[src/rtl/iir_pkg.sv]
// rtl/iir_pkg.sv - shared types, constants and saturation helper for the biquad sequencer
package iir_pkg;

  localparam int DATA_W_DEF = 8;
  localparam int OUT_W_DEF  = 18;
  localparam int COEF_W_DEF = 10;
  localparam int FRAC_DEF   = 8;
  localparam int ACC_W_DEF  = 32;
  localparam int NTAPS      = 5;

  localparam logic [2:0] CA_B0 = 3'd0;
  localparam logic [2:0] CA_B1 = 3'd1;
  localparam logic [2:0] CA_B2 = 3'd2;
  localparam logic [2:0] CA_A1 = 3'd3;
  localparam logic [2:0] CA_A2 = 3'd4;

  typedef enum logic [1:0] {
    IDLE = 2'd0,
    MAC  = 2'd1,
    DONE = 2'd2
  } state_e;

  // Clamp a signed accumulator-width value into a signed range of the given width.
  function automatic logic signed [ACC_W_DEF-1:0] saturate(
    input logic signed [ACC_W_DEF-1:0] value,
    input int                          width
  );
    logic signed [ACC_W_DEF-1:0] hi;
    logic signed [ACC_W_DEF-1:0] lo;
    hi = $signed((ACC_W_DEF'(1) << (width - 1)) - ACC_W_DEF'(1));
    lo = ~hi;
    if (value > hi)      return hi;
    else if (value < lo) return lo;
    else                 return value;
  endfunction

endpackage

[src/rtl/iir_mac.sv]
// rtl/iir_mac.sv - shared signed multiply-accumulate with registered accumulator
module iir_mac
  import iir_pkg::*;
#(
  parameter int OUT_W  = OUT_W_DEF,
  parameter int COEF_W = COEF_W_DEF,
  parameter int ACC_W  = ACC_W_DEF
) (
  input  logic                     clk,
  input  logic                     rst,
  input  logic                     clear_i,
  input  logic                     en_i,
  input  logic                     sub_i,
  input  logic signed [COEF_W-1:0] coef_i,
  input  logic signed [OUT_W-1:0]  op_i,
  output logic signed [ACC_W-1:0]  acc_o
);

  localparam int PW = COEF_W + OUT_W;

  logic signed [PW-1:0]    prod;
  logic signed [ACC_W-1:0] prod_ext;
  logic signed [ACC_W-1:0] acc_q, acc_d;

  assign prod     = coef_i * op_i;
  assign prod_ext = {{(ACC_W - PW){prod[PW-1]}}, prod};

  always_comb begin
    acc_d = acc_q;
    if (clear_i)   acc_d = '0;
    else if (en_i) acc_d = sub_i ? (acc_q - prod_ext) : (acc_q + prod_ext);
  end

  always_ff @(posedge clk) begin
    if (rst) acc_q <= '0;
    else     acc_q <= acc_d;
  end

  assign acc_o = acc_q;

endmodule

[src/rtl/iir_biquad_sequencer.sv]
// rtl/iir_biquad_sequencer.sv - direct-form-I biquad sequencing one MAC over five taps per sample
module iir_biquad_sequencer
  import iir_pkg::*;
#(
  parameter int DATA_W = DATA_W_DEF,
  parameter int OUT_W  = OUT_W_DEF,
  parameter int COEF_W = COEF_W_DEF,
  parameter int FRAC   = FRAC_DEF,
  parameter int ACC_W  = ACC_W_DEF
) (
  input  logic                     clk,
  input  logic                     rst,
  input  logic signed [DATA_W-1:0] data_in,
  input  logic                     in_valid,
  output logic                     in_ready,
  output logic signed [OUT_W-1:0]  data_out,
  output logic                     out_valid,
  input  logic                     cfg_we,
  input  logic [2:0]               cfg_addr,
  input  logic signed [COEF_W-1:0] cfg_data,
  input  logic                     flush,
  output logic                     sat_flag
);

  localparam logic signed [COEF_W-1:0] COEF_ONE = COEF_W'(1 << FRAC);

  state_e                    state_q, state_d;
  logic [2:0]                tap_q, tap_d;
  logic signed [OUT_W-1:0]   x_q, x1_q, x2_q, y1_q, y2_q;
  logic signed [COEF_W-1:0]  act_q [NTAPS];
  logic signed [COEF_W-1:0]  shd_q [NTAPS];
  logic signed [OUT_W-1:0]   dout_q;
  logic                      oval_q, sat_q;
  logic                      accept, mac_en, mac_sub, clamp;
  logic signed [COEF_W-1:0]  mac_coef;
  logic signed [OUT_W-1:0]   mac_op, y_new;
  logic signed [ACC_W-1:0]   acc;
  logic signed [ACC_W_DEF-1:0] acc_shr, y_sat;

  always_comb begin
    state_d  = state_q;
    tap_d    = tap_q;
    in_ready = 1'b0;
    accept   = 1'b0;
    mac_en   = 1'b0;
    case (state_q)
      IDLE: begin
        in_ready = !rst && !flush;
        accept   = in_ready && in_valid;
        if (accept) begin
          state_d = MAC;
          tap_d   = 3'd0;
        end
      end
      MAC: begin
        mac_en = 1'b1;
        tap_d  = tap_q + 3'd1;
        if (tap_q == CA_A2) state_d = DONE;
      end
      DONE:    state_d = IDLE;
      default: state_d = IDLE;
    endcase
  end

  // Feedback taps subtract so coefficients keep their textbook sign.
  always_comb begin
    mac_op   = x_q;
    mac_coef = act_q[0];
    mac_sub  = 1'b0;
    case (tap_q)
      CA_B1: begin mac_op = x1_q; mac_coef = act_q[1]; end
      CA_B2: begin mac_op = x2_q; mac_coef = act_q[2]; end
      CA_A1: begin mac_op = y1_q; mac_coef = act_q[3]; mac_sub = 1'b1; end
      CA_A2: begin mac_op = y2_q; mac_coef = act_q[4]; mac_sub = 1'b1; end
      default: begin mac_op = x_q; mac_coef = act_q[0]; end
    endcase
  end

  iir_mac #(
    .OUT_W (OUT_W),
    .COEF_W(COEF_W),
    .ACC_W (ACC_W)
  ) u_mac (
    .clk    (clk),
    .rst    (rst),
    .clear_i(accept),
    .en_i   (mac_en),
    .sub_i  (mac_sub),
    .coef_i (mac_coef),
    .op_i   (mac_op),
    .acc_o  (acc)
  );

  assign acc_shr = ACC_W_DEF'(acc >>> FRAC);
  assign y_sat   = saturate(acc_shr, OUT_W);
  assign clamp   = (y_sat != acc_shr);
  assign y_new   = y_sat[OUT_W-1:0];

  always_ff @(posedge clk) begin
    if (rst) begin
      state_q <= IDLE;
      tap_q   <= '0;
      x_q     <= '0;
      x1_q    <= '0;
      x2_q    <= '0;
      y1_q    <= '0;
      y2_q    <= '0;
      dout_q  <= '0;
      oval_q  <= 1'b0;
      sat_q   <= 1'b0;
      for (int i = 0; i < NTAPS; i++) begin
        act_q[i] <= (i == 0) ? COEF_ONE : '0;
        shd_q[i] <= (i == 0) ? COEF_ONE : '0;
      end
    end else begin
      oval_q <= 1'b0;
      if (cfg_we && (cfg_addr <= CA_A2)) shd_q[cfg_addr] <= cfg_data;
      if (flush) begin
        state_q <= IDLE;
        tap_q   <= '0;
        x1_q    <= '0;
        x2_q    <= '0;
        y1_q    <= '0;
        y2_q    <= '0;
        sat_q   <= 1'b0;
      end else begin
        state_q <= state_d;
        tap_q   <= tap_d;
        if (accept) begin
          x_q   <= {{(OUT_W - DATA_W){data_in[DATA_W-1]}}, data_in};
          act_q <= shd_q;
        end
        if (state_q == DONE) begin
          dout_q <= y_new;
          oval_q <= 1'b1;
          if (clamp) sat_q <= 1'b1;
          x2_q <= x1_q;
          x1_q <= x_q;
          y2_q <= y1_q;
          y1_q <= y_new;
        end
      end
    end
  end

  assign data_out  = dout_q;
  assign out_valid = oval_q;
  assign sat_flag  = sat_q;

endmodule

[config.mk]
export PLATFORM = sky130hd
export DESIGN_NAME = iir_biquad_sequencer
export DESIGN_NICKNAME = d
export VERILOG_FILES = /design/src/rtl/iir_pkg.sv /design/src/rtl/iir_mac.sv /design/src/rtl/iir_biquad_sequencer.sv
export SDC_FILE = /design/constraint.sdc
export NUM_CORES = 1
export LEC_CHECK = 0
export ABC_CLOCK_PERIOD_IN_PS = 12800
export CAP_MARGIN = 25
export CORE_UTILIZATION = 64
export CTS_CLUSTER_DIAMETER = 50
export DETAILED_ROUTE_END_ITERATION = 6
export GPL_TIMING_DRIVEN = 0
export PLACE_DENSITY = 0.92
export SETUP_SLACK_MARGIN = 0.02
export SYNTH_ARGS = -nofsm -noshare
export SYNTH_HDL_FRONTEND = slang
export SYNTH_HIERARCHICAL = 1
export SYNTH_SLANG_ARGS = --single-unit
[constraint.sdc]
create_clock -name clk -period 12.8 [get_ports clk]
set_clock_uncertainty 0.15 [all_clocks]
set_input_delay 1.92 -clock clk [delete_from_list [all_inputs] [get_ports clk]]
set_output_delay 1.92 -clock clk [all_outputs]
set_load 0.005 [all_outputs]
==> flow_summary.toml <==
[final_layout]
multi_input_area_mm2 = 0.0120
area_delta_synth_final_pct = 9.03
final_layout_size_suffix_gt1_share_pct = 4.98
fin_nets = 2541
nFillCells = 1894
diodes = 0
fin_area_mm2 = 0.0192
fin_cells = 2611
seq_area_mm2 = 0.00434

[sta]
fin_crit_ps = 12100
tns_ps = 0
relSlewSlack_pct = 50.5
grt_setup_unrepaired = "false"
hold_viol_final = 0
drv_slew = 0
fin_crit_sh_pct = 94.6
worstMarginPinSlew_ps = 743
setup_viol = 0
holdWs_ps = 305
layout_setup_ws_ps = 696
fmaxAchievable_mhz = 82.6

[critical_path]
cp.arrival_ps = 12370
cp_max_fo = 10
r2r_setup_slack_ps = 700
r2r_cells = 42
worstSetupStartpoint = "tap_q[0]$_SDFFE_PP0P_"
worst_path_max_delay_cell = "fa_1"
cp.depth = 42
r2r-start = "tap_q[0]$_SDFFE_PP0P_"
cp_slowest_stage_delay_ps = 580
timing.rr.end = "u_mac/acc_o[31]$_SDFFE_PP0P_"
critPathRequiredTime_ps = 13070
crit_path_start_kind = "flop"
path_class = "reg -> reg"
endpoint_kind = "flop"
endpoint = "u_mac/acc_o[31]$_SDFFE_PP0P_"
cpLargestDelayFamily = "adder cells"
critPathBufInv = 10

[yosys]
ys_ff_latch = 217
synth_flop_cell = "dfxtp_1"
netlist_top_cells_count = "nand2_1, inv_1, dfxtp_1"
synth_top_area_cell = "dfxtp_1"
async_reset_ff_share_pct = 0
ys_seq_area_share_pct = 24.6
ys_types = 83
synth_nets = 2472
yosysMostFrequentCell = "nand2_1"
synth-edff-count = 0
yosysWarnings = 6
synth_area_leaders = "dfxtp_1, fa_1, nand2_1"
synthCells = 2187
synth_area_mm2 = 0.0176
syn_area_per_cell_um2 = 8.07
synth_top_area_share_pct = 24.6

[detailed_routing]
routed_wl_mm = 49.4
detail_route.iter0.violations = 1548
viasPerCell = 6.19
top_layer_used = "met4"
drt.antenna.violating_nets = 0
first_pass_iters = 7
vias = 16200
wl_met3_mm = 3.97
wirelength_met1_mm = 18.6
detail_route.wl_per_cell_um = 18.9
drc = 7
wl_met2_mm = 23.7

[global_route]
grt_antenna_before_repair = 0
grt_pass1_wl_mm = 79.8
grt-ovfl-total = 0
grt_start_max_net_pins = 16
grt_usage_pct = 35.2
grt_pass1_vias = 16200

[floorplanning]
die_w_um = 168
die-area_mm2 = 0.0282
io-pin-count = 47
start_util_pct = 65.3
die_h_um = 168
core_region_area_mm2 = 0.0270
row_count = 60

[clocking]
insertion_delay_ps = 500
cts_buffers = 21
h-tree-depth = 1
ctsHoldBuffers = 0
cts_tree = "yes"
cts-resized-gates = 0
ctsRootBufferMaster = "clkbuf_16"
clk_path_buf_depth = 3
cts.sinks = 217
cts_setup_buffers = 0
clk_pin_slew_worst_paths_ps = 70

[place]
post-place-ws_ps = 1080
hpwl_mm = 37.7
placed_cells = 2574
port_buffers = 46
place_congestion = 0.965
placed_cell_area_mm2 = 0.0185

[power]
powerDensity_mw_per_mm2 = 83.4
leakagePower_nw = 8.23
ir_drop_v = 0.0000955

[status]
status = "complete, but fails checks"
violations = "design-rule violations"

[run]
drv_cap = 0

[hold_path]
hp-class = "reg -> reg"
flip-flops by register name (all words and copies together), names as in the netlist:
| register | count |
|---|---|
| act_q | 50 |
| shd_q | 50 |
| u_mac/acc_o | 32 |
| data_out | 18 |
| y1_q | 18 |
| y2_q | 18 |
| x1_q | 8 |
| x2_q | 8 |
| x_q | 8 |
| tap_q | 3 |
| state_q | 2 |
| out_valid | 1 |
| sat_flag | 1 |
final cells by class:
cell class | count | share of cell area (%)
clock inverters | 6 | 0.325
clock buffers | 31 | 3.34
inverters | 223 | 4.35
multi-input cells | 1625 | 62.1
plain buffers | 122 | 2.67
repair buffers | 46 | 2.39
flip-flops and latches | 217 | 22.6
well taps | 341 | 2.22
worst min-delay path by stage:
stage          depth (start not counted)  slack [ps]                     end                    from
2_1_floorplan                          2         280  act_q[40]$_SDFFE_PP0P_  shd_q[40]$_SDFFE_PP0P_
3_3_place_gp                           2         290  act_q[40]$_SDFFE_PP0P_  act_q[40]$_SDFFE_PP0P_
3_5_place_dp                           2         300  shd_q[11]$_SDFFE_PP0P_  shd_q[11]$_SDFFE_PP0P_
4_1_cts                                2         310  shd_q[11]$_SDFFE_PP0P_  shd_q[11]$_SDFFE_PP0P_
5_1_grt                                2         330   act_q[9]$_SDFFE_PP0P_   shd_q[9]$_SDFFE_PP0P_
6_report                               2         310  act_q[47]$_SDFFE_PP0P_  shd_q[47]$_SDFFE_PP0P_
tightest hold or removal path: stages (launching register included):
cell     delay (ps)
dfxtp_1         310
nand2_1          50
a21oi_1          50
power by group:
group	switching, W	leakage [nW]	internal [W]
clock	0.000266	0.353	0.000369
sequential	0.00000613	1.75	0.000682
combinational	0.000171	6.12	0.000110
through the flow:
step	utilization [%]	power (W)
2_1_floorplan	-	0.000903
3_3_place_gp	68.6	0.000965
3_5_place_dp	68.6	0.000975
4_1_cts	71.2	0.00159
5_1_grt	71.2	0.00165
6_report	71.2	0.00160
kinds of logic after synthesis:
| group | count (synthesis) | share of synthesized area, % |
|---|---|---|
| and+or+nand+nor | 837 | 21.6 |
| AOI/OAI and AO/OA | 414 | 15.0 |
| buffers and inverters | 345 | 7.66 |
| adders and majority gates | 259 | 25.0 |
| DFF | 217 | 24.6 |
| xor gates and xnor gates | 75 | 3.72 |
| muxes | 40 | 2.40 |
cells in the final DEF, fill, tap and decap left out, types with 19 or more instances in the layout:
cell type	instances
a21oi_1	201
xnor2_1	48
and3_1	22
fa_1	156
mux2_2	19
ha_1	103
clkbuf_1	99
xor2_1	27
inv_1	222
clkbuf_16	21
nor2_1	122
a22oi_1	36
o21ai_0	43
dfxtp_1	217
nand2_1	438
nor2b_1	26
clkdlybuf4s50_1	46
a21o_1	19
and2_1	74
nor3_1	68
mux2i_1	21
per-layer routing:
metal	GRT usage (%)	vias to the layer above
li1	-	7314
met1	42.1	7696
met2	59.9	910
met3	5.22	232
met4	22.1	0
met5	0	-
(Power assumes the default switching activity.)
==> RTL change (config.mk and constraints unchanged) <==
`OUT_W_DEF`: 18 -> 9.
--- a/src/rtl/iir_pkg.sv
+++ b/src/rtl/iir_pkg.sv
@@ -3,5 +3,5 @@
 
   localparam int DATA_W_DEF = 8;
-  localparam int OUT_W_DEF  = 18;
+  localparam int OUT_W_DEF  = 9;
   localparam int COEF_W_DEF = 10;
   localparam int FRAC_DEF   = 8;
Ports: changed (resized data_out); port bits go from 47 to 38. The function was not compared with the original's and may differ.
==> RTL change against the original RTL <==
  * Sequential cell count down 27
  * Clock power shrank 11%
  * Wire length decreased by 27%
  * Sequential share of layout area grew 3.8 points
  * Worst hold slack improved by 0.0018 ns
  * Synthesized area shrank 26%
  * Global-route usage hardly changed
  * Power shrank 11%
  * Via count down 25%
  * Final cell count shrank 26%
  * Largest cell class unchanged
  * Worst setup slack improved by 2.1 ns
  * Design area down 25%
==> RTL change: results <==
placement:
  post-dp-hpwl_um: 26300
  port_buffers: 35
  dp_cells: 1900
synthesis:
  yosys-mux-area-fraction_pct: 3.20
  syn-num-nets: 1777
  yosysUniqueCellTypes: 89
  synthAdderAreaFrac_pct: 19.3
  synthArstFlopShare_pct: 0
  yosys-top-cells-area: "dfxtp_1 29%, fa_1 12%, nand2_1 10%"
  yosysSeqAreaShare_pct: 29.0
  synthTopCellsByCount: "357 x nand2_1, 190 x dfxtp_1, 189 x a21oi_1"
  synth-xor-area-share_pct: 3.90
  synth_compound_area_share_pct: 16.3
timing:
  relSlewSlack_pct: 41.3
routing:
  vias: 12136
  dr.pass1.iters: 6
  wl_met2_um: 17200
  wl_met1_um: 13800
  post_drt_wl_per_cell_um: 18.7
  drt-initial-drc-count: 1210
  wl_met3_um: 3110
grt:
  grt_use_met2_pct: 59.5
  antenna_found_initial: 0
  grt_first_pass_wirelength_um: 59500
  use_met3_pct: 5.97
  grt_max_degree: 23
  grt_util_all_layers_pct: 35.3
worst_setup_path:
  arrival_ns: 10.22
  cp_slowest_stage_delay_ns: 0.58
clock_tree:
  cts_made_buffers: 17
  cts.path.max_buffers: 2
  h-tree-depth: 4
  clk_latency_ns: 0.45
  clk_pin_slew_worst_paths_ns: 0.09
power:
  p_leak_nw: 5.88
  p_switching_uw: 456
cells_and_area:
  drive_above_1_share_pct: 6.62
  fillers: 1458
outcome:
  status: "complete, no violations"
[RTL change: metrics by stage]
step / instance area [um^2] / worst slack, ns
5_1_grt: 14400 / 2.31
4_1_cts: 14400 / 2.92
2_1_floorplan: 13100 / 4.19
3_5_place_dp: 13800 / 3.00
6_report: 14400 / 2.77
3_3_place_gp: 13800 / 3.32
[RTL change: cells by family after synthesis]
logic type / count (synthesis)
adders and majority gates: 156
AOI/OAI and AO/OA: 337
muxes: 36
DFF: 190
and+or+nand+nor: 655
xor gates and xnor gates: 52
buffers and inverters: 169
[RTL change: layout make-up]
type / count / area (um^2) / area share [%]
Sequential cell: 190 / 3800 / 26.3
Clock buffer: 17 / 425 / 2.95
Tap cell: 270 / 338 / 2.34
Clock inverter: 15 / 195 / 1.35
Inverter: 95 / 357 / 2.47
Multi-Input combinational cell: 1236 / 8640 / 59.9
Buffer: 74 / 327 / 2.26
Timing Repair Buffer: 35 / 350 / 2.43
[RTL change: worst paths after layout]
kind	startpoint	to	slack, ns	cells past startpoint
setup reg to reg	tap_q[1]$_SDFFE_PP0P_	u_mac/acc_o[30]$_SDFFE_PP0P_	2.77	36
setup / recovery	tap_q[1]$_SDFFE_PP0P_	u_mac/acc_o[30]$_SDFFE_PP0P_	2.77	36
hold reg to reg	act_q[24]$_SDFFE_PP0P_	act_q[24]$_SDFFE_PP0P_	0.31	2
hold / removal	act_q[24]$_SDFFE_PP0P_	act_q[24]$_SDFFE_PP0P_	0.31	2
[RTL change: power by group through the flow]
stage / registers, mW / logic, mW / clock network, mW
after detailed placement: 0.617 / 0.245 / 0
after CTS: 0.604 / 0.249 / 0.560
after floorplan: 0.615 / 0.185 / 0
final: 0.604 / 0.257 / 0.562
after global placement: 0.617 / 0.238 / 0
after global routing: 0.605 / 0.278 / 0.586
